$ cat src/rtl/memmu_sr_pkg.sv
// Shared types, constants and the SR byte-address helper for the MemMU SR write path.
package memmu_sr_pkg;

    typedef enum logic [1:0] {
        ST_IDLE  = 2'd0,
        ST_CLEAR = 2'd1,
        ST_RUN   = 2'd2,
        ST_DRAIN = 2'd3
    } sr_state_t;

    localparam int SR_ADDR_W       = 19;
    localparam int SR_DATA_W       = 64;
    localparam int SR_WORD_BYTES   = 8;
    localparam int DEF_ADDR_BITS_H = 11;
    localparam int DEF_ADDR_BITS_V = 5;
    localparam int N               = DEF_ADDR_BITS_H + DEF_ADDR_BITS_V;
    localparam int ENTRIES         = 1 << N;

    // Byte address of SR word idx: base + idx * SR_WORD_BYTES, wrapping at 2^32.
    function automatic logic [31:0] sr_byte_addr(input logic [31:0] base,
                                                 input logic [SR_ADDR_W-1:0] idx);
        sr_byte_addr = base + {10'd0, idx, 3'b000};
    endfunction

endpackage

$ cat src/rtl/memmu_sr_wfifo.sv
// Synchronous write FIFO holding {sr_address, sr_payload} entries with an occupancy count.
module memmu_sr_wfifo #(
    parameter int DEPTH = 4,
    parameter int WIDTH = 83
) (
    input  logic                     i_clk,
    input  logic                     i_rst,
    input  logic                     i_push,
    input  logic [WIDTH-1:0]         i_din,
    input  logic                     i_pop,
    output logic [WIDTH-1:0]         o_dout,
    output logic                     o_empty,
    output logic [$clog2(DEPTH):0]   o_count
);

    localparam int AW = $clog2(DEPTH);
    localparam int CW = AW + 1;
    localparam logic [CW-1:0] L_FULL = CW'(DEPTH);

    logic [WIDTH-1:0] r_mem [DEPTH];
    logic [AW-1:0]    r_wr_ptr;
    logic [AW-1:0]    r_rd_ptr;
    logic [CW-1:0]    r_count;
    logic             w_do_push;
    logic             w_do_pop;

    assign w_do_push = i_push && (r_count != L_FULL);
    assign w_do_pop  = i_pop && (r_count != '0);
    assign o_dout    = r_mem[r_rd_ptr];
    assign o_empty   = (r_count == '0);
    assign o_count   = r_count;

    // Storage array; contents need no reset because the count gates every read.
    always_ff @(posedge i_clk) begin
        if (w_do_push) begin
            r_mem[r_wr_ptr] <= i_din;
        end
    end

    // Pointers and occupancy.
    always_ff @(posedge i_clk) begin
        if (i_rst) begin
            r_wr_ptr <= '0;
            r_rd_ptr <= '0;
            r_count  <= '0;
        end else begin
            if (w_do_push) r_wr_ptr <= r_wr_ptr + AW'(1);
            if (w_do_pop)  r_rd_ptr <= r_rd_ptr + AW'(1);
            case ({w_do_push, w_do_pop})
                2'b10:   r_count <= r_count + CW'(1);
                2'b01:   r_count <= r_count - CW'(1);
                default: r_count <= r_count;
            endcase
        end
    end

endmodule

$ cat src/rtl/memmu_sr_write_scheduler.sv
// Frame-level write controller: zero-sweeps the SR region at frame start, then forwards
// SR address/payload words to the 64-bit memory write port in acceptance order.
//
// Handshakes: a transfer happens on a rising clock edge where valid and ready are both 1.
// Once o_MEM_wvalid is raised, it and o_MEM_waddr/o_MEM_wdata hold until that transfer.
module memmu_sr_write_scheduler
    import memmu_sr_pkg::*;
#(
    parameter int          NUMBER_OF_ADDR_BITS_H = DEF_ADDR_BITS_H,
    parameter int          NUMBER_OF_ADDR_BITS_V = DEF_ADDR_BITS_V,
    parameter int          FIFO_DEPTH            = 4,
    parameter logic [31:0] BASE_ADDR             = 32'h0000_0000
) (
    input  logic                 i_SYSTEM_clk,
    input  logic                 i_SYSTEM_rst,
    input  logic                 i_CTRL_frameStart,
    input  logic                 i_CTRL_frameEnd,
    input  logic                 i_SIU_valid,
    output logic                 o_SIU_ready,
    input  logic [SR_ADDR_W-1:0] i_SR_address,
    input  logic [SR_DATA_W-1:0] i_SR_payload,
    output logic                 o_SR_enable,
    output logic                 o_MEM_wvalid,
    input  logic                 i_MEM_wready,
    output logic [31:0]          o_MEM_waddr,
    output logic [SR_DATA_W-1:0] o_MEM_wdata,
    output logic                 o_CTRL_busy,
    output logic                 o_CTRL_frameDone,
    output logic [31:0]          o_CTRL_pointCount
);

    localparam int L_N  = NUMBER_OF_ADDR_BITS_H + NUMBER_OF_ADDR_BITS_V;
    localparam int CW   = $clog2(FIFO_DEPTH) + 1;
    localparam int SW   = CW + 1;
    localparam int FW   = SR_ADDR_W + SR_DATA_W;
    localparam logic [SW-1:0]        L_DEPTH     = SW'(FIFO_DEPTH);
    localparam logic [SR_ADDR_W-1:0] L_ADDR_MASK = SR_ADDR_W'((64'd1 << L_N) - 64'd1);

    sr_state_t      r_state;
    logic           r_next_clear;
    logic           r_done_owed;
    logic           r_inflight;
    logic           r_frame_done;
    logic [L_N-1:0] r_sweep_idx;
    logic [31:0]    r_point_count;

    logic                 w_ready;
    logic                 w_accept;
    logic                 w_pop;
    logic                 w_fifo_empty;
    logic                 w_head_valid;
    logic [CW-1:0]        w_fifo_count;
    logic [FW-1:0]        w_fifo_dout;
    logic [SR_ADDR_W-1:0] w_head_addr;
    logic [SR_DATA_W-1:0] w_head_payload;

    // The in-flight point already owns a FIFO slot, so the push one cycle later never overflows.
    assign w_ready        = (r_state == ST_RUN) &&
                            (({1'b0, w_fifo_count} + SW'(r_inflight)) < L_DEPTH);
    assign w_accept       = w_ready && i_SIU_valid;
    assign w_head_valid   = ((r_state == ST_RUN) || (r_state == ST_DRAIN)) && !w_fifo_empty;
    assign w_pop          = w_head_valid && i_MEM_wready;
    assign w_head_addr    = w_fifo_dout[FW-1:SR_DATA_W];
    assign w_head_payload = w_fifo_dout[SR_DATA_W-1:0];

    assign o_SIU_ready       = w_ready;
    assign o_SR_enable       = w_accept;
    assign o_MEM_wvalid      = (r_state == ST_CLEAR) || w_head_valid;
    assign o_CTRL_busy       = (r_state != ST_IDLE);
    assign o_CTRL_frameDone  = r_frame_done;
    assign o_CTRL_pointCount = r_point_count;

    memmu_sr_wfifo #(
        .DEPTH (FIFO_DEPTH),
        .WIDTH (FW)
    ) u_wfifo (
        .i_clk   (i_SYSTEM_clk),
        .i_rst   (i_SYSTEM_rst),
        .i_push  (r_inflight),
        .i_din   ({i_SR_address, i_SR_payload}),
        .i_pop   (w_pop),
        .o_dout  (w_fifo_dout),
        .o_empty (w_fifo_empty),
        .o_count (w_fifo_count)
    );

    // Memory port mux: zero sweep during CLEAR, FIFO head otherwise; zero when idle.
    always_comb begin
        o_MEM_waddr = '0;
        o_MEM_wdata = '0;
        if (r_state == ST_CLEAR) begin
            o_MEM_waddr = sr_byte_addr(BASE_ADDR, SR_ADDR_W'(r_sweep_idx));
        end else if (w_head_valid) begin
            o_MEM_waddr = sr_byte_addr(BASE_ADDR, w_head_addr & L_ADDR_MASK);
            o_MEM_wdata = w_head_payload;
        end
    end

    // Frame sequencing, sweep counter, in-flight bit, point counter and done pulse.
    always_ff @(posedge i_SYSTEM_clk) begin
        if (i_SYSTEM_rst) begin
            r_state       <= ST_IDLE;
            r_next_clear  <= 1'b0;
            r_done_owed   <= 1'b0;
            r_inflight    <= 1'b0;
            r_frame_done  <= 1'b0;
            r_sweep_idx   <= '0;
            r_point_count <= '0;
        end else begin
            r_frame_done <= 1'b0;
            // The SR stage registers an accepted point for exactly one cycle before it is pushed.
            r_inflight   <= w_accept;
            if (w_pop && (r_point_count != '1)) begin
                r_point_count <= r_point_count + 32'd1;
            end
            case (r_state)
                ST_IDLE: begin
                    if (i_CTRL_frameStart) begin
                        r_state       <= ST_CLEAR;
                        r_sweep_idx   <= '0;
                        r_point_count <= '0;
                    end
                end
                ST_CLEAR: begin
                    if (i_MEM_wready) begin
                        r_sweep_idx <= r_sweep_idx + L_N'(1);
                        if (r_sweep_idx == '1) r_state <= ST_RUN;
                    end
                end
                ST_RUN: begin
                    if (i_CTRL_frameStart || i_CTRL_frameEnd) begin
                        r_state      <= ST_DRAIN;
                        r_next_clear <= i_CTRL_frameStart;
                        r_done_owed  <= i_CTRL_frameEnd;
                    end
                end
                ST_DRAIN: begin
                    if (!r_inflight && w_fifo_empty) begin
                        r_frame_done <= r_done_owed;
                        if (r_next_clear) begin
                            r_state       <= ST_CLEAR;
                            r_sweep_idx   <= '0;
                            r_point_count <= '0;
                        end else begin
                            r_state <= ST_IDLE;
                        end
                    end
                end
                default: r_state <= ST_IDLE;
            endcase
        end
    end

endmodule

$ cat config.mk
export PLATFORM = sky130hd
export DESIGN_NAME = memmu_sr_write_scheduler
export DESIGN_NICKNAME = d
export VERILOG_FILES = /design/src/rtl/memmu_sr_pkg.sv /design/src/rtl/memmu_sr_wfifo.sv /design/src/rtl/memmu_sr_write_scheduler.sv
export SDC_FILE = /design/constraint.sdc
export NUM_CORES = 1
export LEC_CHECK = 0
export BUFFER_PORTS_ARGS = -buffer_cell sky130_fd_sc_hd__buf_2
export CELL_PAD_IN_SITES_DETAIL_PLACEMENT = 0
export CELL_PAD_IN_SITES_GLOBAL_PLACEMENT = 1
export CORE_MARGIN = 3
export CORE_UTILIZATION = 45
export CTS_BUF_LIST = sky130_fd_sc_hd__clkbuf_8
export CTS_CLUSTER_SIZE = 12
export DETAILED_ROUTE_END_ITERATION = 6
export PLACE_DENSITY_LB_ADDON = 0.12
export SYNTH_ARGS = -nofsm -noshare
export SYNTH_HDL_FRONTEND = slang
export SYNTH_SLANG_ARGS = --single-unit
$ cat constraint.sdc
create_clock -name i_SYSTEM_clk -period 3.14 [get_ports i_SYSTEM_clk]
set_input_delay 0.628 -clock i_SYSTEM_clk [delete_from_list [all_inputs] [get_ports i_SYSTEM_clk]]
set_output_delay 0.628 -clock i_SYSTEM_clk [all_outputs]
set_load 0.01 [all_outputs]
==> impl_metrics.csv <==
group,metric,value,unit
route,wl_per_cell,20.06,um
synth,yosysSeqAreaShare,70.53,%
timing,fin_crit_sh,94.08,%
floorplan,die_height,191.1,um
clock_network,clk_latency,0.59,ns
clock_network,htreeDepth,3,
route,routed_wl,33.32,mm
critical_path,slowest_delay,0.32,ns
timing,worst_pin_slew,0.6916,ns
synth,synth_ff_type,"edfxtp_1",
grt,grt_pass1_wl,51.69,mm
placed_design,placed_cell_area,17080,sq um
route,ant_nets,0,
floorplan,die_w,191.1,um
synth,synth.distinct_cells,51,
critical_path,cp_cell_sequence,"inv_1 -> ha_2 -> o32a_1 -> nor2b_4 -> buf_12 -> buf_12 -> and2_1 -> buf_2",
synth,synth-seq-cells,383,
power_and_ir_drop,vdd_drop_max,0.5042,mV
timing,clock.fmax,338.5,MHz
clock_network,cts_tree,"built",
floorplan,die-area,36510,sq um
route,vias_per_cell,5.291,
timing,rsz0062_at_grt,"no",
grt,grt_use_total,18.41,%
synth,yosys.area.top_type,"edfxtp_1",
layout,finalInstanceArea,18410,sq um
route,drcViolationCount,0,
synth,avgSynthCellArea,16.96,sq um
synth,ys_warn_count,0,
critical_path,start_kind,"flop",
critical_path,cp.arrival,2.33,ns
timing,timing.setup.tns,0,ns
timing,setup_violations,0,
synth,netlist_area,15410,sq um
synth,synthCells,909,
synth,async_flop_share,0,%
job,maxCapViolations,0,
route,drtIter0Drc,477,
floorplan,num_rows,67,
timing,slew_viol_final,0,
critical_path,cpMaxStageDelayCell,"dfxtp_1",
timing,slew_headroom,53.68,%
outcome,outcome,"completed",
critical_path,worstPathRequired,2.51,ns
grt,overflow,0,
clock_network,postCtsHoldBufs,0,
clock_network,clock_sinks,383,
critical_path,cp_common_cell,"buf_12",
synth,synth.area.top_cells,"edfxtp_1 62%, mux4_2 12%, dfxtp_1 8.2%",
placed_design,place_congestion,0.7633,
clock_network,clock_path_buffers,3,
power_and_ir_drop,power_density,581.8,nW/um^2
power_and_ir_drop,power.leakage,6.407,nW
timing,finalClockSkew,0.02902,ns
layout,area_growth,19.47,%
hold_path,min_path_type,"primary input to flop",
grt,grt_max_degree,50,
critical_path,crit_fanout,24,
grt,grt_pass1_vias,9183,
timing,hold_viol_final,0,
synth,synth_top_cell_area_share,62.35,%
clock_network,cts_buffers,68,
floorplan,initial_core_util,45.85,%
floorplan,io-pin-count,222,
layout,fin_nets,1265,
floorplan,core,33620,sq um
grt,antenna_found_initial,8,
placed_design,io_buffers,202,
route,vias,8788,
placed_design,dpl.hpwl,20.07,mm
clock_network,clk_pin_slew,0.06,ns
route,drt-pass1-iter-count,5,
clock_network,cts-root-buf,"clkbuf_8",
critical_path,path_class,"flop to output pin",
timing,period_minus_slack,2.954,ns
synth,synth_edf_count,320,
layout,drive_above_1_share,33.97,%
critical_path,endpoint_kind,"output pin",
-- cell usage after synthesis, drive strengths merged, types with 2 or more instances --
cell type	number
nand2b	4
a221oi	2
or4	16
inv	18
a31oi	3
or3	20
edfxtp	320
o21ai	21
o31ai	13
and3	6
mux2i	4
ha	11
nand3	17
nor2	22
clkbuf	29
xnor2	3
xor2	11
nand2	35
o211ai	2
mux4	80
a31o	3
dfxtp	63
nand4	14
nor2b	2
buf	29
and4	10
and2	74
or2	2
nor4	2
a22o	16
a21oi	39
nor3	6
-- cell type report --
cell class,count,area (sq um)
Timing Repair Buffer,228,1398
Multi-Input combinational cell,465,4258
Clock inverter,43,239.0
Sequential cell,383,10880
Tap cell,448,560.5
Inverter,18,67.56
Fill cell,2789,15200
Antenna cell,3,7.507
Clock buffer,73,1005
-- flip-flops by register name (all words and copies together), names as in the netlist, named ones only --
register and count:
r_done_owed 1, r_next_clear 1, r_sweep_idx 16, u_wfifo.r_mem 320
r_state 2, o_CTRL_pointCount 32, u_wfifo.r_rd_ptr 2, u_wfifo.o_count 3
u_wfifo.r_wr_ptr 2, o_CTRL_frameDone 1, r_inflight 1
-- power breakdown --
| part | internal [mW] | switching [mW] |
|---|---|---|
| Clock | 2.30 | 1.95 |
| Sequential | 5.62 | 0.0433 |
| Combinational | 0.290 | 0.512 |
| Total | 8.21 | 2.50 |
-- cells in the final DEF, fill, tap and decap left out, drive strengths merged, types with 3 or more instances in the layout --
cell    Yosys  final
a21oi      39     39
a22o       16     16
a31o        3      3
a31oi       3      3
and2       74     74
and3        6      6
and4       10     10
buf        29    227
clkbuf     29     74
clkinv      0     20
conb        1     16
dfxtp      63     63
diode       0      3
edfxtp    320    320
ha         11     11
inv        18     37
mux2i       4      4
mux4       80     80
nand2      35     35
nand2b      4      4
nand3      17     17
nand4      14     14
nor2       22     22
nor3        6      6
o21ai      21     21
o31ai      13     13
or3        20     20
or4        16     16
xnor2       3      3
xor2       11     11
-- stage by stage --
step	utilization [%]	setup WS [ns]	hold WS, ns	power (mW)	cells
detailed placement	50.80	0.5258	0.4283	6.574	1537
floorplan	-	0.6991	0.4144	6.273	924
CTS	54.52	0.02120	0.1941	10.87	1653
finish	54.77	0.1858	0.2566	10.71	1661
global placement	50.80	0.5889	0.4319	6.562	1537
global route	54.76	0.002848	0.2100	11.20	1659
-- critical path, delay by kind of cell (launching register included) --
family                   cells  cell delay (ns)
AO/OA/AOI/OAI                1             0.20
adder cells (fa/ha/maj)      1             0.25
flip-flops                   1             0.32
AND/OR/NAND/NOR              2             0.40
buffers and inverters        4             0.56
-- worst paths after layout --
path                              end             from  slack [ns]  depth (start not counted)
setup / recovery      o_MEM_wdata[11]       r_state[0]        0.19                          8
setup reg to reg   u_wfifo.o_count[2]       r_state[0]        0.59                         11
hold reg to reg      o_CTRL_frameDone      r_done_owed        0.45                          2
hold / removal    u_wfifo.r_mem[2][9]  i_SR_payload[9]        0.26                          1
-- cell families (layout without fill, tap and decap cells) --
kind of cell,count (synthesis),after routing,share of synthesized area [%]
AOI/OAI and AO/OA,106,106,4.425
xor gates and xnor gates,14,14,0.7956
adders and majority gates,12,12,1.023
buffers and inverters,76,362,2.354
DFF,383,383,70.53
muxes,84,84,11.95
other,1,19,0.02433
and+or+nand+nor,233,233,8.898
-- routing by layer --
layer	GRT usage, %	up-vias	part of all wire [%]
met4	5.532	12	1.9
met1	23.81	4390	43
met2	29.41	224	48
li1	-	4096	-
met5	0	-	0.24
met3	6.675	66	7.4
-- timing repair --
action	in CTS	in global routing
cloned	0	1
setup endpoints to repair	30	55
buffers inserted	0	4
gates resized for setup	2	3
Power figures use the tool's default switching activity.
